==> config.mk <==
export PLATFORM = sky130hd
export DESIGN_NAME = lidar_pwm_frontend
export DESIGN_NICKNAME = d
export VERILOG_FILES = /design/src/rtl/lidar_pwm_frontend.sv
export SDC_FILE = /design/constraint.sdc
export NUM_CORES = 1
export LEC_CHECK = 0
export CAP_MARGIN = 20
export CELL_PAD_IN_SITES_DETAIL_PLACEMENT = 0
export CELL_PAD_IN_SITES_GLOBAL_PLACEMENT = 1
export CORE_MARGIN = 2
export CORE_UTILIZATION = 35
export CTS_CLUSTER_DIAMETER = 80
export DETAILED_ROUTE_END_ITERATION = 8
export PLACE_DENSITY = 0.73
export SETUP_SLACK_MARGIN = 0.4
export SLEW_MARGIN = 10
export SYNTH_ARGS = -nofsm -noshare
export SYNTH_HDL_FRONTEND = slang
export SYNTH_SLANG_ARGS = --single-unit
==> constraint.sdc <==
create_clock -name clk -period 5.4 [get_ports clk]
set_clock_uncertainty 0.05 [all_clocks]
set_input_delay 1.08 -clock clk [delete_from_list [all_inputs] [get_ports clk]]
set_output_delay 1.08 -clock clk [all_outputs]
set_load 0.03 [all_outputs]
==> src/rtl/lidar_pwm_frontend.sv <==
// ---------------------------------------------------------------------------
// lidar_pwm_frontend
//
// Three-channel LIDAR front-end. Each channel measures the high time of a
// distance sensor's PWM output in clk cycles and turns it into an
// obstacle-near level with hysteresis. A per-channel watchdog flags sensors
// whose line has stopped toggling, whether it is stuck low or stuck high.
// near[0] feeds sensor1 of the speaker-priority state machine, near[2] feeds
// sensor3.
//
// Parameters
//   CNT_W    width of the pulse-width and watchdog counters
//   NEAR_TH  widths below this many cycles mean "near"
//   HYST     extra width above NEAR_TH needed before "near" clears
//   TIMEOUT  cycles without a rising edge before a channel is faulted
//            (must be below 2**CNT_W)
//
// Ports
//   clk        system clock, rising edge
//   rst        synchronous reset, active high, overrides everything
//   ena        design enable; 0 abandons measurements and freezes state
//   pwm_in     [2:0] raw sensor PWM, asynchronous to clk
//   near       [2:0] registered obstacle-near level per channel
//   fault      [2:0] registered sensor-fault level per channel
//   meas_done  [2:0] one-cycle pulse per completed width measurement
// ---------------------------------------------------------------------------

// ---------------------------------------------------------------------------
// lidar_pwm_channel
//
// One independent measurement channel. Channels share nothing except the
// clock, reset and enable, so the top level is simply three of these.
//
// Ports
//   clk, rst, ena   as for the top level
//   pwm             raw PWM input for this channel
//   near            obstacle-near level
//   fault           sensor-fault level
//   meas_done       one-cycle pulse per completed measurement
// ---------------------------------------------------------------------------
module lidar_pwm_channel #(
    parameter int unsigned CNT_W   = 16,
    parameter int unsigned NEAR_TH = 1000,
    parameter int unsigned HYST    = 100,
    parameter int unsigned TIMEOUT = 50000
) (
    input  logic clk,
    input  logic rst,
    input  logic ena,
    input  logic pwm,
    output logic near,
    output logic fault,
    output logic meas_done
);

    // Thresholds are widened by one bit so NEAR_TH + HYST cannot wrap
    // when it is compared against a full-scale width.
    localparam logic [CNT_W:0]   NEAR_LIM  = (CNT_W + 1)'(NEAR_TH);
    localparam logic [CNT_W:0]   CLEAR_LIM = (CNT_W + 1)'(NEAR_TH + HYST);
    localparam logic [CNT_W-1:0] WD_LIM    = CNT_W'(TIMEOUT);
    localparam logic [CNT_W-1:0] WD_PRE    = CNT_W'(TIMEOUT - 1);
    localparam logic [CNT_W-1:0] CNT_ONE   = CNT_W'(1);
    localparam logic [CNT_W-1:0] CNT_MAX   = '1;

    logic             sync_q1;
    logic             sync_q2;
    logic             s_d;
    logic             s_dd;
    logic             rise;
    logic             fall;
    logic             level;

    logic [CNT_W-1:0] width_cnt;
    logic [CNT_W-1:0] width_nxt;
    logic [CNT_W-1:0] wd_cnt;
    logic [CNT_W-1:0] wd_nxt;
    logic             armed;
    logic             armed_nxt;
    logic             near_nxt;
    logic             fault_nxt;
    logic             done_nxt;

    // Two-flop synchronizer (sync_q2 is the synchronized level) followed by
    // two history flops. Edges are taken between the history stages, which
    // places every decision three clk edges after pwm first samples a new
    // level. This chain runs regardless of ena so it never holds stale data.
    always_ff @(posedge clk) begin
        if (rst) begin
            sync_q1 <= 1'b0;
            sync_q2 <= 1'b0;
            s_d     <= 1'b0;
            s_dd    <= 1'b0;
        end else begin
            sync_q1 <= pwm;
            sync_q2 <= sync_q1;
            s_d     <= sync_q2;
            s_dd    <= s_d;
        end
    end

    assign level = s_d;
    assign rise  = s_d & ~s_dd;
    assign fall  = ~s_d & s_dd;

    // Next-state logic for the width counter, watchdog and outputs.
    // The watchdog is evaluated last so a timeout overrides anything the
    // width logic decided in the same cycle, except that a rising edge
    // always reloads the watchdog and prevents the fault.
    always_comb begin
        width_nxt = width_cnt;
        wd_nxt    = wd_cnt;
        armed_nxt = armed;
        near_nxt  = near;
        fault_nxt = fault;
        done_nxt  = 1'b0;

        if (!ena) begin
            armed_nxt = 1'b0;
        end else begin
            if (rise) begin
                width_nxt = CNT_ONE;
                armed_nxt = 1'b1;
            end else if (level && armed && (width_cnt != CNT_MAX)) begin
                width_nxt = width_cnt + CNT_ONE;
            end

            // A full-scale width may be a truncated count, so it is
            // always treated as far rather than trusted numerically.
            if (fall && armed) begin
                done_nxt  = 1'b1;
                armed_nxt = 1'b0;
                fault_nxt = 1'b0;
                if (width_cnt == CNT_MAX) begin
                    near_nxt = 1'b0;
                end else if ({1'b0, width_cnt} < NEAR_LIM) begin
                    near_nxt = 1'b1;
                end else if ({1'b0, width_cnt} >= CLEAR_LIM) begin
                    near_nxt = 1'b0;
                end
            end

            if (rise) begin
                wd_nxt = '0;
            end else if (wd_cnt >= WD_PRE) begin
                wd_nxt    = WD_LIM;
                fault_nxt = 1'b1;
                near_nxt  = 1'b0;
                armed_nxt = 1'b0;
            end else begin
                wd_nxt = wd_cnt + CNT_ONE;
            end
        end
    end

    // State and output registers.
    always_ff @(posedge clk) begin
        if (rst) begin
            width_cnt <= '0;
            wd_cnt    <= '0;
            armed     <= 1'b0;
            near      <= 1'b0;
            fault     <= 1'b0;
            meas_done <= 1'b0;
        end else begin
            width_cnt <= width_nxt;
            wd_cnt    <= wd_nxt;
            armed     <= armed_nxt;
            near      <= near_nxt;
            fault     <= fault_nxt;
            meas_done <= done_nxt;
        end
    end

endmodule

module lidar_pwm_frontend #(
    parameter int unsigned CNT_W   = 16,
    parameter int unsigned NEAR_TH = 1000,
    parameter int unsigned HYST    = 100,
    parameter int unsigned TIMEOUT = 50000
) (
    input  logic       clk,
    input  logic       rst,
    input  logic       ena,
    input  logic [2:0] pwm_in,
    output logic [2:0] near,
    output logic [2:0] fault,
    output logic [2:0] meas_done
);

    // One fully independent channel per sensor.
    for (genvar i = 0; i < 3; i++) begin : g_chan
        lidar_pwm_channel #(
            .CNT_W  (CNT_W),
            .NEAR_TH(NEAR_TH),
            .HYST   (HYST),
            .TIMEOUT(TIMEOUT)
        ) u_chan (
            .clk      (clk),
            .rst      (rst),
            .ena      (ena),
            .pwm      (pwm_in[i]),
            .near     (near[i]),
            .fault    (fault[i]),
            .meas_done(meas_done[i])
        );
    end

endmodule

Word-level counts from Yosys, hierarchy flattened
Cells that the tools add are included.

storage, ports and cells
  register bits = 120
  bits in latches = 0
  RAM bits = 0
  ROM bits = 0
  input bits = 6
  output and inout bits = 9
  word-level logic and storage cells = 134
  memories kept = 0

operators by class
  add/subtract/negate cells = 6
  multiply operators = 0
  divide/modulo/power cells = 0
  magnitude comparators = 9
  equality and inequality tests = 6
  shift-type cells = 0
  mux-type cells = 54
  bitwise operators = 13
  reductions and logical operators = 16

operators by type and width
  operator               count
  $mux 16                12
  $add 16x1->16 const B  6
  $eq 16x16->1 const B   3
  $ge 16x11->1 const B   3
  $ge 16x16->1 const B   3
  $lt 16x10->1 const B   3
  $ne 16x16->1 const B   3
  $mux 1                 42
  $logic_and 1x1->1      9
  $not 1->1              7
  $and 1x1->1            6
  $reduce_and 2->1       3
  $reduce_bool 2->1      3
  $reduce_or 2->1        1

Longest topological paths before layout
Gate-level depths: netlist of the first run.

  depth in word-level cells = 7
  mapped depth = 8
  mapped depth without buffers = 6

Hierarchy
Synthesis of the first run repeated with hierarchy kept, for this count alone.

unflattened totals
  cells, all modules = 720
  area total of the unflattened synthesis = 6,132.1 um^2

modules (own cells, without submodules)
  module                                    times used  cells each  area an instance (um^2)  seq. area each (um^2)
  lidar_pwm_channel (g_chan[0].u_chan ...)  2           238         2,034.5                  800.8
  lidar_pwm_channel (g_chan[2].u_chan)      1           244         2,063.2                  800.8

Worst setup path before layout of the first run
No wires, ideal clock.

  kind = in2reg
  start = input port rst
  end = register g_chan[1].u_chan.wd_cnt[12]
  library setup time = 0.121 ns
  arrival time = 2.313 ns
  required time = 5.229 ns
  path slack = 2.917 ns
  stages on the path = 7
  buffers on the path = 2
  cell sequence = clkbuf_1 > nand2b_1 > clkbuf_1 > a311oi_1 > and2_2 > a21o_1 > mux2_2

RTL lines
  item                    RTL line  source
  start: declaration      183       input logic rst,
  end signal: assignment  166       wd_cnt <= wd_nxt;
  end: declaration        75        logic [CNT_W-1:0] wd_cnt;

==> metrics.md, run 1 <==
| Metric | Value |
|---|---|
| Status | completed |
| Vias per cell | between 5 and 6 |
| Buffers on Ports | 14 |
| Cts repair resizes | 0 |
| DRT Pass-1 Iters | 5 |
| RSZ-0062 raised after global routing | false |
| Max Slew Vio Count | 0 |
| Ys flop type | dfxtp_1 |
| Drt drc | 0 |
| Worst-path clk slew | roughly 0.050 ns |
| Min-delay src | g_chan[0].u_chan.sync_q1 |
| FF+latch count, synth | 120 |
| Vias post-DR | approximately 5,500 |
| Skew-Pair Late Insertion Delay | roughly 0.42 ns |
| Sequential power share | approximately two fifths |
| Post-CTS setup buffer count | 0 |
| Final setup margin | 2.56 ns |
| CP Launch Type | input port |
| Share of layout cells above drive strength 1 | under 10% |
| Pre-CTS setup slack | 2.10 ns |
| Psw | around 0.45 mW |
| Final nets | 774 |
| Num CTS Buffers | 17 |
| I/O pin cnt | 15 |
| Post-Syn Nets | roughly 780 |
| First-pass GRT wire length | 24,600 µm |
| Antenna violations before repair | 0 |
| Async set-reset flop share out of synthesis | 0% |
| Cell-internal power | ~1.8 mW |
| Hold Path Sink | g_chan[0].u_chan.sync_q2 |
| Required time of the critical path | 5.69 ns |
| DR iter-0 viols | 321 |
| Synth area leaders | dfxtp_1 (38%), nor2_1 (5.8%), nand3_1 (3.8%) |
| WS Path Type | in2reg |
| Worst r2r dst | g_chan[1].u_chan.width_cnt[0] |
| Clk root buf | clkbuf_16 |
| Critical path capture point type | register |
| Period utilisation layout | around 53% |
| Slew HR | a little under half |
| Yosys warning count | 0 |
| Routed length per instance | 14.2 µm |
| Reg2reg path depth | 6 |
| Worst-margin pin slew | around 0.82 ns |
| Flop-to-flop setup slack | ~3 ns |
| Combinational Power Share | under 10% |
| FP Rows | 48 |
| Hold Vio Cnt, Final | 0 |
| Die H | roughly 140 µm |
| TritonCTS clock tree | done |
| Final Util | between 40% and 50% |
| Initial core utilization | between 30% and 40% |
| Arr. time, crit path | around 3.1 ns |
| CP Max Fanout | 47 |
| Worst hold path class | reg2reg |
| Largest net degree at the start of global routing | 48 |
| Static Leak | 2.45 nW |
| Clock share of power | 57.4% |
| Total grt overflow | 0 |
| Dpl hpwl | a little under 10,000 µm |
| CTS max path bufs | 2 |
| Area of the core | 0.0174 mm² |
| Fmax | 352 MHz |
| DRT antenna net count | 0 |
| Final setup viols | 0 |
| WHS Path Cells | 1 |
| MaxCap Viol Count | 0 |
| # diodes | 0 |
| Yosys top cell area share | 38.4% |
| Die area | about 0.019 mm² |
| H-Tree Depth | 4 |
| Net Sw Frac | 20.0% |
| Synthesized area | roughly 0.0062 mm² |
| Average instance area after synthesis | approximately 8.2 µm² |
| Worst vdd ir | about 0.22 mV |
| Cts hold-fix bufs | 0 |
| Die Width | ~140 µm |
| Post-synth EDFFs | 0 |
| Clock sink total | between 100 and 150 |
| Final Critical Period | 2.84 ns |
| Setup TNS | 0 ns |
| FF-to-FF Start | g_chan[1].u_chan.width_cnt[0] |
| Area leader, netlist | dfxtp_1 |
| Final WL | 14,200 µm |
| Area growth, synth to finish | 15.0% |
| Total track usage | between 15 and 20% |
| GP Congestion | ~0.85 |
| P per Cell Area | 316 mW/mm² |
| Synth cell types | 65 |
| Vias in the first global route | between 5,000 and 6,000 |
| Sequential fraction of the synthesis area | roughly 38% |
| Post-synthesis cell count | 763 |
## worst max-delay path, stage by stage
cell and delay (ns):
buf_2 0.62, nand2b_1 0.45, nor3_2 0.63, a21oi_1 0.16, mux2i_1 0.17
## kinds of logic after synthesis
| logic type | synth area share (%) |
|---|---|
| AND/OR/NAND/NOR | 30.5 |
| AO/OA/AOI/OAI | 18.5 |
| flip-flops | 38.4 |
| buffers and inverters | 4.71 |
| XOR/XNOR | 5.19 |
| adder cells (fa/ha/maj) | 1.80 |
| multiplexers | 0.841 |
## sequential cells by signal (all words and copies together) (netlist names)
register                 count
g_chan.u_chan.armed          3
g_chan.u_chan.fault          3
g_chan.u_chan.level          3
g_chan.u_chan.meas_done      3
g_chan.u_chan.near           3
g_chan.u_chan.s_dd           3
g_chan.u_chan.sync_q1        3
g_chan.u_chan.sync_q2        3
g_chan.u_chan.wd_cnt        48
g_chan.u_chan.width_cnt     48
## worst max-delay path by stage
stage,from,endpoint,slack (ns),cells past startpoint
2_1_floorplan,rst,g_chan[1].u_chan.wd_cnt[12],2.92,7
3_3_place_gp,ena,g_chan[2].u_chan.wd_cnt[13],2.21,5
3_5_place_dp,ena,g_chan[2].u_chan.wd_cnt[5],2.10,5
4_1_cts,ena,g_chan[2].u_chan.wd_cnt[5],2.53,5
5_1_grt,ena,g_chan[2].u_chan.wd_cnt[11],2.40,5
6_report,ena,g_chan[2].u_chan.wd_cnt[5],2.56,5
## synth_stat cells, types with 10 or more instances
cell type	count
xor2_1	17
and3_1	25
o31ai_1	14
nand2_1	42
nand3_1	48
nor2b_1	15
nor2_1	96
nand4_1	20
nand2b_1	17
inv_1	23
o21ai_0	33
xnor2_1	20
clkbuf_1	24
nor4_1	21
nor3_1	27
dfxtp_1	120
a21oi_1	39
a31oi_1	10
## cell usage in the layout, fill, tap and decap left out, drive strengths merged, types with 9 or more instances in the layout
cell type      synthesis  routed
xor2                  17      17
nor3                  31      31
a21oi                 39      39
nand2b                17      17
dfxtp                120     120
clkbuf                24      20
clkdlybuf4s50          0      12
o211ai                 9       9
ha                     9       9
and3                  25      25
nor4                  23      23
nand3                 49      49
nor2                  96      96
o31ai                 14      14
o21ai                 35      35
nor2b                 15      15
xnor2                 20      20
nand2                 42      42
a31oi                 10      10
nand4                 20      20
inv                   23      23
## cell type report
type	count	area [µm²]
Inverter	23	86.3
Timing Repair Buffer	19	168
Clock inverter	12	220
Multi-Input combinational cell	578	3560
Sequential cell	120	2400
Clock buffer	20	467
Fill cell	1687	10200
Tap cell	225	282
## power groups by stage
stage / clock network, mW / registers (mW) / logic [mW]
global placement: 0 / 0.919 / 0.0639
CTS: 1.33 / 0.901 / 0.0662
finish: 1.30 / 0.901 / 0.0648
global route: 1.37 / 0.902 / 0.0734
detailed placement: 0 / 0.920 / 0.0658
floorplan: 0 / 0.918 / 0.0495
## through the flow
stage          cells  hold WS, ns  area (µm²)  power, mW
6_report         997        0.383        7180       2.27
3_5_place_dp     965        0.370        6500      0.986
4_1_cts          997        0.384        7180       2.30
5_1_grt          997        0.401        7180       2.35
3_3_place_gp     965        0.370        6500      0.983
2_1_floorplan    763        0.364        6250      0.967
## metal layers
metal	vias up	share of wire, %	track usage (%)
met1	2615	48	20.6
met3	19	3.3	3.31
li1	2804	-	-
met2	94	47	26.2
met5	-	0	0
met4	0	1.7	6.64
(Power assumes the default switching activity.)
==> run 2: changes to the inputs <==
--- a/config.mk
+++ b/config.mk
@@ -12,7 +12,7 @@
 export CORE_UTILIZATION = 35
 export CTS_CLUSTER_DIAMETER = 80
 export DETAILED_ROUTE_END_ITERATION = 8
-export PLACE_DENSITY = 0.73
+export PLACE_DENSITY = 0.75
 export SETUP_SLACK_MARGIN = 0.4
 export SLEW_MARGIN = 10
 export SYNTH_ARGS = -nofsm -noshare
==> constraint.sdc (replaced) <==
create_clock -name clk -period 2.4 [get_ports clk]
set_clock_uncertainty 0.05 [all_clocks]
set_input_delay 0.48 -clock clk [delete_from_list [all_inputs] [get_ports clk]]
set_output_delay 0.48 -clock clk [all_outputs]
set_load 0.03 [all_outputs]
==> run 2 against run 1 <==
  * Utilization is 1.4 points higher
  * Combinational power grew to 2.6 times the previous value
  * Flip-flop and latch count stayed put
  * Total power is 120% higher
  * Die area stayed put
  * Largest cell class unchanged
==> metrics.md, run 2 (synthesis gave the netlist of run 1 again) <==
| Metric | Value |
|---|---|
| Period utilisation layout | 80.6% |
| Share of layout cells above drive strength 1 | 12.5% |
| TritonCTS clock tree | done |
| Clk root buf | clkbuf_16 |
| Slowest stage delay, CP | about 0.68 ns |
| DRT Pass-1 Iters | 4 |
| Worst-margin pin slew | approximately 0.66 ns |
| Placed insts | roughly 1,000 |
| Total track usage | roughly 16% |
| WS Path Type | reg2out |
| Die H | about 140 µm |
| P per Cell Area | 678 mW/mm² |
| Final nets | roughly 800 |
| Fmax | between 500 and 600 MHz |
| # diodes | 0 |
| DR iter-0 viols | 317 |
| Vias post-DR | roughly 5,500 |
| Cts hold-fix bufs | 0 |
| Skew-Pair Late Insertion Delay | just over 0.4 ns |
| Final WL | ~14,000 µm |
| Hold Vio Cnt, Final | 0 |
| CTS max path bufs | 2 |
| Top Family by Delay on Critical Path | buffers and inverters |
| Worst vdd ir | between 0.4 and 0.5 mV |
| Antenna violations before repair | 0 |
| Clock sink total | 120 |
| Area growth, synth to finish | 18.9% |
| Worst-path cell chain | clkdlybuf4s50_1 |
| Max Slew Vio Count | 0 |
| Dpl hpwl | 9920 µm |
| Total grt overflow | 0 |
| Arr. time, crit path | approximately 1.4 ns |
| Status | completed |
| First-pass GRT wire length | approximately 25,000 µm |
| Slew HR | between 50% and 60% |
| Initial core utilization | 36.0% |
| Commonest cells after routing, fill and taps aside | dfxtp_1 (116), nor2_1 (96), nand3_1 (47) |
| CP Max Fanout | 1 |
| Critical path capture point type | output pin |
| Slowest stage cell, crit path | clkdlybuf4s50_1 |
| Die area | around 0.019 mm² |
| Total Power | about 5.0 mW |
| CP Launch Type | register |
| Required time of the critical path | 1.87 ns |
| Worst hold path class | in2reg |
| Largest net degree at the start of global routing | between 40 and 50 |
| RSZ-0062 raised after global routing | true |
| Final setup viols | 0 |
| Commonest non-fill, non-tap cell in the layout | dfxtp_1 |
| CP Buf/Inv Count | 1 |
| Vias in the first global route | ~5,000 |
| Worst-path clk slew | 0.06 ns |
| MaxCap Viol Count | 0 |
| Pre-CTS setup slack | 0.309 ns |
| DRT antenna net count | 0 |
| Layout Cells excl Fill | between 1,000 and 1,500 |
| H-Tree Depth | 4 |
| Num CTS Buffers | 17 |
| FP Rows | 48 |
| Top flop regs | g_chan.u_chan.wd_cnt x48, g_chan.u_chan.width_cnt x48 |
| Static Leak | 2.61 nW |
| Routed length per instance | around 14 µm |
| Final Critical Period | around 1.9 ns |
| GP Congestion | just over 0.8 |
| Buffers on Ports | 14 |
| Fillers | around 1,700 |
| Vias per cell | roughly 5.4 |
| Final setup margin | about 0.46 ns |
| I/O pin cnt | 15 |
| Die Width | between 100 and 150 µm |
| Area of the core | between 0.015 and 0.02 mm² |
| Setup TNS | 0 ns |
| Drt drc | 0 |
run 2: changes by cell type in the layout (fill, tap and decap cells not counted), moves of 2 or more:
cell / before / now
buf_4: 5 / 29
clkdlybuf4s50_1: 12 / 7
clkinvlp_4: 1 / 3
dfxtp_1: 120 / 116
dfxtp_2: 0 / 4
dlygate4sd2_1: 0 / 3
dlymetal6s2s_1: 0 / 2
o21ai_0: 33 / 31
run 2: cell type report:
class	count	area, µm²	area share, %
Inverter	23	86.3	1.16
Sequential cell	120	2410	32.4
Tap cell	225	282	3.79
Multi-Input combinational cell	578	3620	48.8
Clock buffer	20	467	6.28
Clock inverter	12	196	2.64
Timing Repair Buffer	44	369	4.97
run 2: worst paths after layout:
kind / startpoint / endpoint / slack (ns) / cells past startpoint
worst min register to register: g_chan[2].u_chan.sync_q2 / g_chan[2].u_chan.level / 0.39 / 1
worst max-delay path: g_chan[0].u_chan.meas_done / meas_done[0] / 0.46 / 1
worst min-delay path: rst / g_chan[1].u_chan.s_dd / 0.31 / 2
worst max register to register: g_chan[1].u_chan.wd_cnt[10] / g_chan[1].u_chan.wd_cnt[10] / 0.50 / 5
run 2: stage by stage:
stage	cell area, µm²	hold slack (ns)	utilization [%]
after floorplan	6250	0.364	-
after global placement	6680	0.367	38.5
after detailed placement	6680	0.378	38.5
after CTS	7350	0.296	42.3
after global routing	7430	0.307	42.8
final	7430	0.312	42.8
run 2: per-layer routing:
| layer | up-vias | wire, µm | track usage (%) |
|---|---|---|---|
| met5 | - | 0 | 0 |
| met4 | 0 | 185 | 5.78 |
| met3 | 12 | 469 | 3.42 |
| met2 | 76 | 6570 | 25.3 |
| met1 | 2583 | 7180 | 21.8 |
| li1 | 2843 | - | - |
run 2: worst register-to-register path, delay by kind of cell (launching register included):
kind / cells / cell delay [ns]
AO/OA/AOI/OAI: 2 / 0.41
flip-flops: 1 / 0.36
AND/OR/NAND/NOR: 3 / 1.03
run 2: power breakdown:
part	leakage [nW]	internal (mW)	switching, mW
registers	0.971	2.01	0.0179
logic	1.33	0.0673	0.102
clock network	0.318	1.92	0.921
total	2.61	4.00	1.04
run 2: timing repair:
item | 4_1_cts | 5_1_grt
setup buffers | 0 | 2
endpoints found under the setup margin | 6 | 60
gates resized for setup | 6 | 17
pin swaps | 0 | 3
